`src/rtl/life_step_sched_pkg.sv`:
```
// Shared types and constants for the Life generation-step scheduler.
// The divider bus width is shared with the free-running clock divider.
package life_step_sched_pkg;

    localparam int DIV_W        = 32;
    localparam int BASE_TAP_DEF = 24;

    typedef enum logic [1:0] {
        PAUSED  = 2'd0,
        RUNNING = 2'd1,
        REQ     = 2'd2
    } state_t;

endpackage

```
`src/rtl/tap_edge_det.sv`:
```
// Divider tap select and rising-edge detect for the step scheduler.
// A speed change masks the edge for one cycle while the history reloads.
module tap_edge_det
    import life_step_sched_pkg::*;
#(
    parameter int BASE_TAP = BASE_TAP_DEF,
    parameter int SPEED_W  = 3
) (
    input  logic               clk,
    input  logic               rst,
    input  logic [DIV_W-1:0]   clkdiv,
    input  logic [SPEED_W-1:0] speed,
    output logic               tick
);

    localparam int IW = $clog2(DIV_W);

    logic [IW-1:0]      idx;
    logic               sel;
    logic               sel_q;
    logic [SPEED_W-1:0] speed_q;
    logic               spd_chg;

    assign idx     = IW'(BASE_TAP) - IW'(speed);
    assign sel     = clkdiv[idx];
    assign spd_chg = (speed != speed_q);
    assign tick    = sel & ~sel_q & ~spd_chg;

    always_ff @(posedge clk or posedge rst) begin
        if (rst) begin
            sel_q   <= 1'b0;
            speed_q <= '0;
        end else begin
            sel_q   <= sel;
            speed_q <= speed;
        end
    end

endmodule

```
`src/rtl/life_step_sched.sv`:
```
// Generation-step scheduler: turns divider ticks or manual steps into
// held step requests, counts completed generations, flags overruns.
module life_step_sched
    import life_step_sched_pkg::*;
#(
    parameter int BASE_TAP = BASE_TAP_DEF,
    parameter int SPEED_W  = 3,
    parameter int GEN_W    = 16
) (
    input  logic               clk,
    input  logic               rst,
    input  logic [DIV_W-1:0]   clkdiv,
    input  logic [SPEED_W-1:0] speed,
    input  logic               run_tog,
    input  logic               step,
    input  logic               ovr_clr,
    input  logic               step_ack,
    output logic               step_req,
    output logic               running,
    output logic [GEN_W-1:0]   gen_count,
    output logic               overrun
);

    state_t             state;
    state_t             state_n;
    logic               tick;
    logic               req_n;
    logic               running_n;
    logic               overrun_n;
    logic [GEN_W-1:0]   gen_n;

    tap_edge_det #(
        .BASE_TAP (BASE_TAP),
        .SPEED_W  (SPEED_W)
    ) u_tap (
        .clk    (clk),
        .rst    (rst),
        .clkdiv (clkdiv),
        .speed  (speed),
        .tick   (tick)
    );

    always_ff @(posedge clk or posedge rst) begin
        if (rst) begin
            state     <= PAUSED;
            step_req  <= 1'b0;
            running   <= 1'b0;
            gen_count <= '0;
            overrun   <= 1'b0;
        end else begin
            state     <= state_n;
            step_req  <= req_n;
            running   <= running_n;
            gen_count <= gen_n;
            overrun   <= overrun_n;
        end
    end

    // REQ always finishes; the return mode follows any toggle seen meanwhile
    always_comb begin
        state_n = state;
        unique case (state)
            PAUSED: begin
                if (run_tog)   state_n = RUNNING;
                else if (step) state_n = REQ;
            end
            RUNNING: begin
                if (run_tog)   state_n = PAUSED;
                else if (tick) state_n = REQ;
            end
            REQ: begin
                if (step_ack)
                    state_n = (running ^ run_tog) ? RUNNING : PAUSED;
            end
            default: state_n = PAUSED;
        endcase
    end

    always_comb begin
        req_n     = (state_n == REQ);
        running_n = running ^ run_tog;
        gen_n     = gen_count;
        overrun_n = overrun;
        if (state == REQ && step_ack)
            gen_n = gen_count + 1'b1;
        if (state == REQ && tick)
            overrun_n = 1'b1;
        else if (ovr_clr)
            overrun_n = 1'b0;
    end

endmodule
```
`config.mk`:
```
export PLATFORM = sky130hd
export DESIGN_NAME = life_step_sched
export DESIGN_NICKNAME = d
export VERILOG_FILES = /design/src/rtl/life_step_sched_pkg.sv /design/src/rtl/tap_edge_det.sv /design/src/rtl/life_step_sched.sv
export SDC_FILE = /design/constraint.sdc
export NUM_CORES = 1
export LEC_CHECK = 0
export BUFFER_PORTS_ARGS = -buffer_cell sky130_fd_sc_hd__buf_2
export CAP_MARGIN = 20
export CELL_PAD_IN_SITES_DETAIL_PLACEMENT = 0
export CELL_PAD_IN_SITES_GLOBAL_PLACEMENT = 2
export CORE_MARGIN = 5
export CORE_UTILIZATION = 27
export DETAILED_ROUTE_END_ITERATION = 6
export PLACE_DENSITY_LB_ADDON = 0.1
export REMOVE_ABC_BUFFERS = 1
export SLEW_MARGIN = 10
export SYNTH_ARGS = -nofsm -noshare
export SYNTH_HDL_FRONTEND = slang
export SYNTH_SLANG_ARGS = --single-unit
```
`constraint.sdc`:
```
create_clock -name clk -period 1.8 [get_ports clk]
set_clock_uncertainty 0.05 [all_clocks]
set_input_delay 0.36 -clock clk [delete_from_list [all_inputs] [get_ports clk]]
set_output_delay 0.36 -clock clk [all_outputs]
set_load 0.01 [all_outputs]
```
==> metrics.txt, run 1 <==
ANT cells 0; Setup TNS 0 ns; Starting DRT DRC Count 19; routed len/inst 13.2 microns; initial antenna violation count 0; sequential area share after synthesis 0.497; FMAX just under 600 MHz; die area ~6000 sq um; min cycle time layout between 1.5 and 2 ns; Main synth FF type dfrtp_1; number of fill cells between 400 and 500; Fin. Hold Viols 0; H-tree levels 1; IO buf count 39; Skew-Pair Late Insertion Delay approximately 0.26 ns; Worst Hold Class in2async; mean number of vias per cell 4.57; Placement Rows 24; commonest cells after routing, fill and taps aside buf_2 (39), dfrtp_1 (25), xnor2_1 (13), nand2_1 (9); Syn-to-layout area delta 28.2%; GP Congestion between 0.7 and 0.8; antenna-violating nets left 0; drt drc 0; total leakage power roughly 0.00078 uW; Crit Path Class in2reg; synthesized instance count 111; Startpoint Class primary input; Root Buffer Master clkbuf_8; 1st-pass router iterations 4; VDD IR max about 280 uV; Ys Warns 0; number of max-cap violations 0; Vert. Die Dim 78.3 microns; WP data arrival ~1.8 ns; Final setup violation count 0; Syn Area/Cell about 11 sq um; chip width around 80 microns; CTS max path bufs 2; Required @ worst endpoint approximately 1.9 ns; status complete, no violations; TritonCTS clock tree yes; async set or reset register ratio after synthesis 1.00; Top Ports 60; Post CTS Setup Buffer Count 0; first-pass GRT wire length ~4800 microns; pwr dens about 840 nW/um^2; CTS buffer count 3; crit-path max FO 6; layout cell share with drive strength beyond 1 0.367; register bit total from synthesis 25; pre-CTS WS -0.293 ns; Nets between 200 and 250; Initial Utilization 0.283; number of flops mapped to enable cells by yosys 0; routed vias between 900 and 1000; hpwl dp around 2200 microns; CTS sink count 25; Synth cell types 33; Final period util 0.962; largest net degree at the start of global routing 26; core area approximately 4400 sq um; all-layer global routing usage 0.0980; Reg clk slew, reported paths 0.08 ns; vias in the first global route between 1000 and 1500; Slew Limit Headroom 0.696; crit path capture type flip-flop; FF/Latch Area roughly 630 sq um; Cell Area, Synth approximately 1300 sq um; routed wire length 2780 microns; max-slew violations 0; Worst Setup Slack, final roughly 0.069 ns; Slew @ Worst Pin between 0.4 and 0.5 ns; most common cell after layout, fill and taps aside buf_2; Multi-input gate area between 600 and 700 sq um; RSZ-0062 raised after global routing false; grt total ovfl 0
==> layout make-up <==
class | count | area share
Clock buffer | 4 | 0.0279
Inverter | 4 | 0.00930
Multi-Input combinational cell | 78 | 0.377
Sequential cell | 25 | 0.388
Tap cell | 52 | 0.0403
Timing Repair Buffer | 47 | 0.158
==> final timing paths <==
kind                          startpoint       endpoint  slack [ns]  cells past startpoint
setup / recovery                speed[0]       step_req        0.07                      6
hold / removal                       rst   gen_count[3]        0.08                      3
setup reg to reg                state[0]  gen_count[14]        0.22                      4
hold reg to reg            gen_count[15]  gen_count[15]        0.41                      1
max in group asynchronous            rst  gen_count[11]        1.38                      3
min in group clk                 ovr_clr        overrun        0.24                      2
==> cells in the mapped netlist (2+ instances only) <==
cell       n  area (sq um)
nand3b_1   2          15.0
inv_1      4          15.0
and4_1     2          17.5
nand2_1    9          33.8
xnor2_1   13           114
nand4_1    3          18.8
mux2_2     2          22.5
and3_1     2          12.5
o32ai_1    3          26.3
nand3_1    8          40.0
xor2_1     6          52.6
nor2_1     5          18.8
ha_1       2          25.0
clkbuf_1   3          11.3
o21ai_0    2          10.0
nor2b_1    3          18.8
a21oi_1    2          10.0
dfrtp_1   25           626
==> worst max-delay path, stage by stage <==
cell	delay, ns
buf_2	0.09
buf_4	0.14
mux4_2	0.51
mux2_4	0.29
o31ai_4	0.27
o32ai_1	0.15
==> cells by family (layout without fill, tap and decap cells) <==
kind of cell | count (synthesis) | in the layout | share of synthesized area
AO/OA/AOI/OAI | 11 | 11 | 0.0746
XOR/XNOR | 19 | 19 | 0.132
adder cells (fa/ha/maj) | 2 | 2 | 0.0199
buffers and inverters | 8 | 55 | 0.0298
flip-flops | 25 | 25 | 0.497
multiplexers | 6 | 6 | 0.0765
AND/OR/NAND/NOR | 40 | 40 | 0.170
==> registers in the layout, summed over array words and instances, names as in the netlist <==
signal	flops
gen_count	16
overrun	1
running	1
state	2
step_req	1
u_tap.sel_q	1
u_tap.speed_q	3
==> repair_timing <==
action,CTS,global route
gates resized for setup,1,0
setup endpoints to repair,2,4
pin swaps,1,1
hold buffers,0,0
==> power breakdown <==
group,switching [uW],total [uW],internal [uW]
combinational,142,314,172
sequential,77.3,711,633
clock,167,325,158
total,386,1350,963
==> layer usage <==
layer	share of wire	wire length [microns]	GRT usage	up-vias
met2	0.47	1310	0.159	31
met3	0.064	178	0.0263	2
met5	0	0	0	-
met1	0.45	1260	0.123	443
li1	-	-	-	484
met4	0.012	34	0.0420	0
==> per-stage QoR <==
step | hold slack (ns) | cell area [sq um] | util | power, uW | std cells
final | 0.0782 | 1610 | 0.363 | 1350 | 210
after global routing | 0.112 | 1610 | 0.363 | 1440 | 210
after CTS | 0.0881 | 1610 | 0.363 | 1380 | 210
after detailed placement | 0.380 | 1560 | 0.350 | 1040 | 206
after global placement | 0.378 | 1560 | 0.350 | 1030 | 206
after floorplan | 0.337 | 1240 | - | 898 | 107
No activity file was read; power rests on OpenSTA's default activity.
==> inputs of run 2 (changes only) <==
--- a/config.mk
+++ b/config.mk
@@ -12,7 +12,7 @@
 export CORE_MARGIN = 5
 export CORE_UTILIZATION = 27
 export DETAILED_ROUTE_END_ITERATION = 6
-export PLACE_DENSITY_LB_ADDON = 0.1
+export PLACE_DENSITY_LB_ADDON = 0.15
 export REMOVE_ABC_BUFFERS = 1
 export SLEW_MARGIN = 10
 export SYNTH_ARGS = -nofsm -noshare
==> run 2 against run 1 <==
Power rose by 3.8%. Utilization up 1.6 points. Critical endpoint is now state[1]. Global-route usage is 0.11 points higher. Die area did not move. Largest power group unchanged. Largest cell class is now multi-input combinational cells. Combinational power rose by 20%. Worst hold slack got worse by 0.0040 ns. Register-to-register slack better by 0.02 ns. Non-clock buffer count rose by 2. First-iteration DRC count increased by 21%. Sequential share of layout area shrank 1.6 points.
==> metrics.txt, run 2 (synthesized netlist as in run 1, its figures left out) <==
grt total ovfl 0 (unchanged); Nets 204 (+0.99%); Startpoint Class primary input; CTS max path bufs 2 (unchanged); RSZ-0062 raised after global routing true; number of max-cap violations 0 (unchanged); core area 4440 sq um (unchanged); Placement Rows 24 (unchanged); Reg clk slew, reported paths 0.09 ns (about the same); drt drc 0 (unchanged); VDD IR max 298 uV (+5.7%); Final setup violation count 0 (unchanged); largest registers gen_count (16), u_tap.speed_q (3), state (2); WP data arrival 1.86 ns (+0.04 ns); Worst Setup Slack, final 0.0252 ns (-0.0440 ns); die area 6130 sq um (unchanged); Net Sw Power 403 uW (+4.5%); chip width 78.3 microns (unchanged); first-pass GRT wire length 4910 microns (+2.6%); CTS sink count 25 (unchanged); routed len/inst 12.9 microns (-2.5%); TritonCTS clock tree yes; CTS buffer count 3 (unchanged); Syn-to-layout area delta 33.8%; largest net degree at the start of global routing 26 (unchanged); crit-path max FO 5 (-1); Skew-Pair Late Insertion Delay 0.26 ns (about the same); Vert. Die Dim 78.3 microns (unchanged); most common cell after layout, fill and taps aside buf_2; combinational share of power 0.270 (+0.037); crit path capture type flip-flop; Root Buffer Master clkbuf_8; antenna-violating nets left 0 (unchanged); Crit Path Class in2reg; max FFs per register 16 (unchanged); Final period util 0.986 (+0.0245); pwr dens 832 nW/um^2 (-0.52%); routed wire length 2740 microns (-1.5%); Top Ports 60 (unchanged); Tot Pwr 1400 uW (+3.8%); H-tree levels 1 (unchanged); min cycle time layout 1.77 ns (+0.0440 ns); status complete, no violations; routed vias 976 (+1.7%); Initial Utilization 0.283 (unchanged); sequential power share 0.497 (-0.030); Slew Limit Headroom 0.685 (-0.0114); Fin. Hold Viols 0 (unchanged); total leakage power 0.000812 uW (+3.6%); Clock power frac 0.233 (-0.008); Slew @ Worst Pin 0.469 ns (+0.0170 ns); largest reg by FF count gen_count; final non-filler cell total 212 (+0.95%); Setup TNS 0 ns (unchanged); layout cell share with drive strength beyond 1 0.406 (+0.0392); pre-CTS WS -0.252 ns (+0.0409 ns); FMAX 563 MHz (-2.5%); IO buf count 39 (unchanged); sw frac 0.288 (+0.00188); initial antenna violation count 0 (unchanged); ANT cells 0 (unchanged); Required @ worst endpoint 1.89 ns (about the same); mean number of vias per cell 4.60 (+0.71%); all-layer global routing usage 0.0991 (+0.00106); GP Congestion 0.721 (-3.9%); vias in the first global route 1066 (+3.1%); Worst Hold Class in2async; hpwl dp 2200 microns (-0.77%); Post CTS Setup Buffer Count 0 (unchanged); cell-internal power 997 uW (+3.5%); max-slew violations 0 (unchanged); Starting DRT DRC Count 23 (+4); commonest cells after routing, fill and taps aside buf_2 (37), dfrtp_1 (25), xnor2_1 (13), nand2_1 (9), buf_4 (9); Placed Instances 208 (+0.97%); 1st-pass router iterations 4 (unchanged)
## run 2: cell types whose count changed in the layout (fill, tap and decap cells not counted), moves of 2 or more
cell / change
buf_2: -2
buf_8: +2
o32ai_2: +3
inv_1: -2
o32ai_1: -3
inv_4: +2
## run 2: final cells by class
type                            instances  area (sq um)
Sequential cell                        25           626
Tap cell                               52          65.1
Timing Repair Buffer                   49           294
Multi-Input combinational cell         78           634
Fill cell                             453          2760
Inverter                                4          20.0
Clock buffer                            4          45.0
## run 2: routing by layer
| metal | global-route usage | vias to the layer above | routed length (microns) | part of all wire |
|---|---|---|---|---|
| li1 | - | 486 | - | - |
| met2 | 0.168 | 32 | 1360 | 0.50 |
| met1 | 0.119 | 456 | 1140 | 0.41 |
| met5 | 0 | - | 0 | 0 |
| met3 | 0.0263 | 2 | 203 | 0.074 |
| met4 | 0.0420 | 0 | 36 | 0.013 |
## run 2: power by group through the flow
stage	clock network, uW	logic, uW	registers [uW]
4_1_cts	340	354	697
3_5_place_dp	0	354	707
2_1_floorplan	0	166	732
3_3_place_gp	0	345	703
6_report	327	378	696
5_1_grt	373	412	706
## run 2: through the flow
stage / cell area, sq um / utilization / hold WS, ns
floorplan: 1240 / - / 0.337
detailed placement: 1570 / 0.354 / 0.381
global placement: 1570 / 0.354 / 0.378
CTS: 1620 / 0.364 / 0.0881
finish: 1680 / 0.379 / 0.0742
global route: 1680 / 0.379 / 0.104
## run 2: what timing repair did
| action | in CTS | in global routing |
|---|---|---|
| hold buffers | 0 | 0 |
| resized for setup | 0 | 15 |
| setup endpoints to repair | 0 | 3 |
## run 2: critical path, stage by stage
cell and delay [ns]:
buf_8 0.08, inv_4 0.03, ha_4 0.27, mux4_2 0.30, mux2_4 0.30, o31ai_4 0.38
o32ai_2 0.14
## run 2: worst paths after layout
check,to,startpoint,depth (start not counted),slack (ns)
max in group asynchronous,u_tap.speed_q[0],rst,3,1.38
min reg2reg,gen_count[15],gen_count[15],1,0.42
min in group clk,overrun,ovr_clr,2,0.24
min,gen_count[4],rst,3,0.07
max,state[1],speed[0],7,0.03
max reg2reg,gen_count[15],gen_count[4],4,0.24
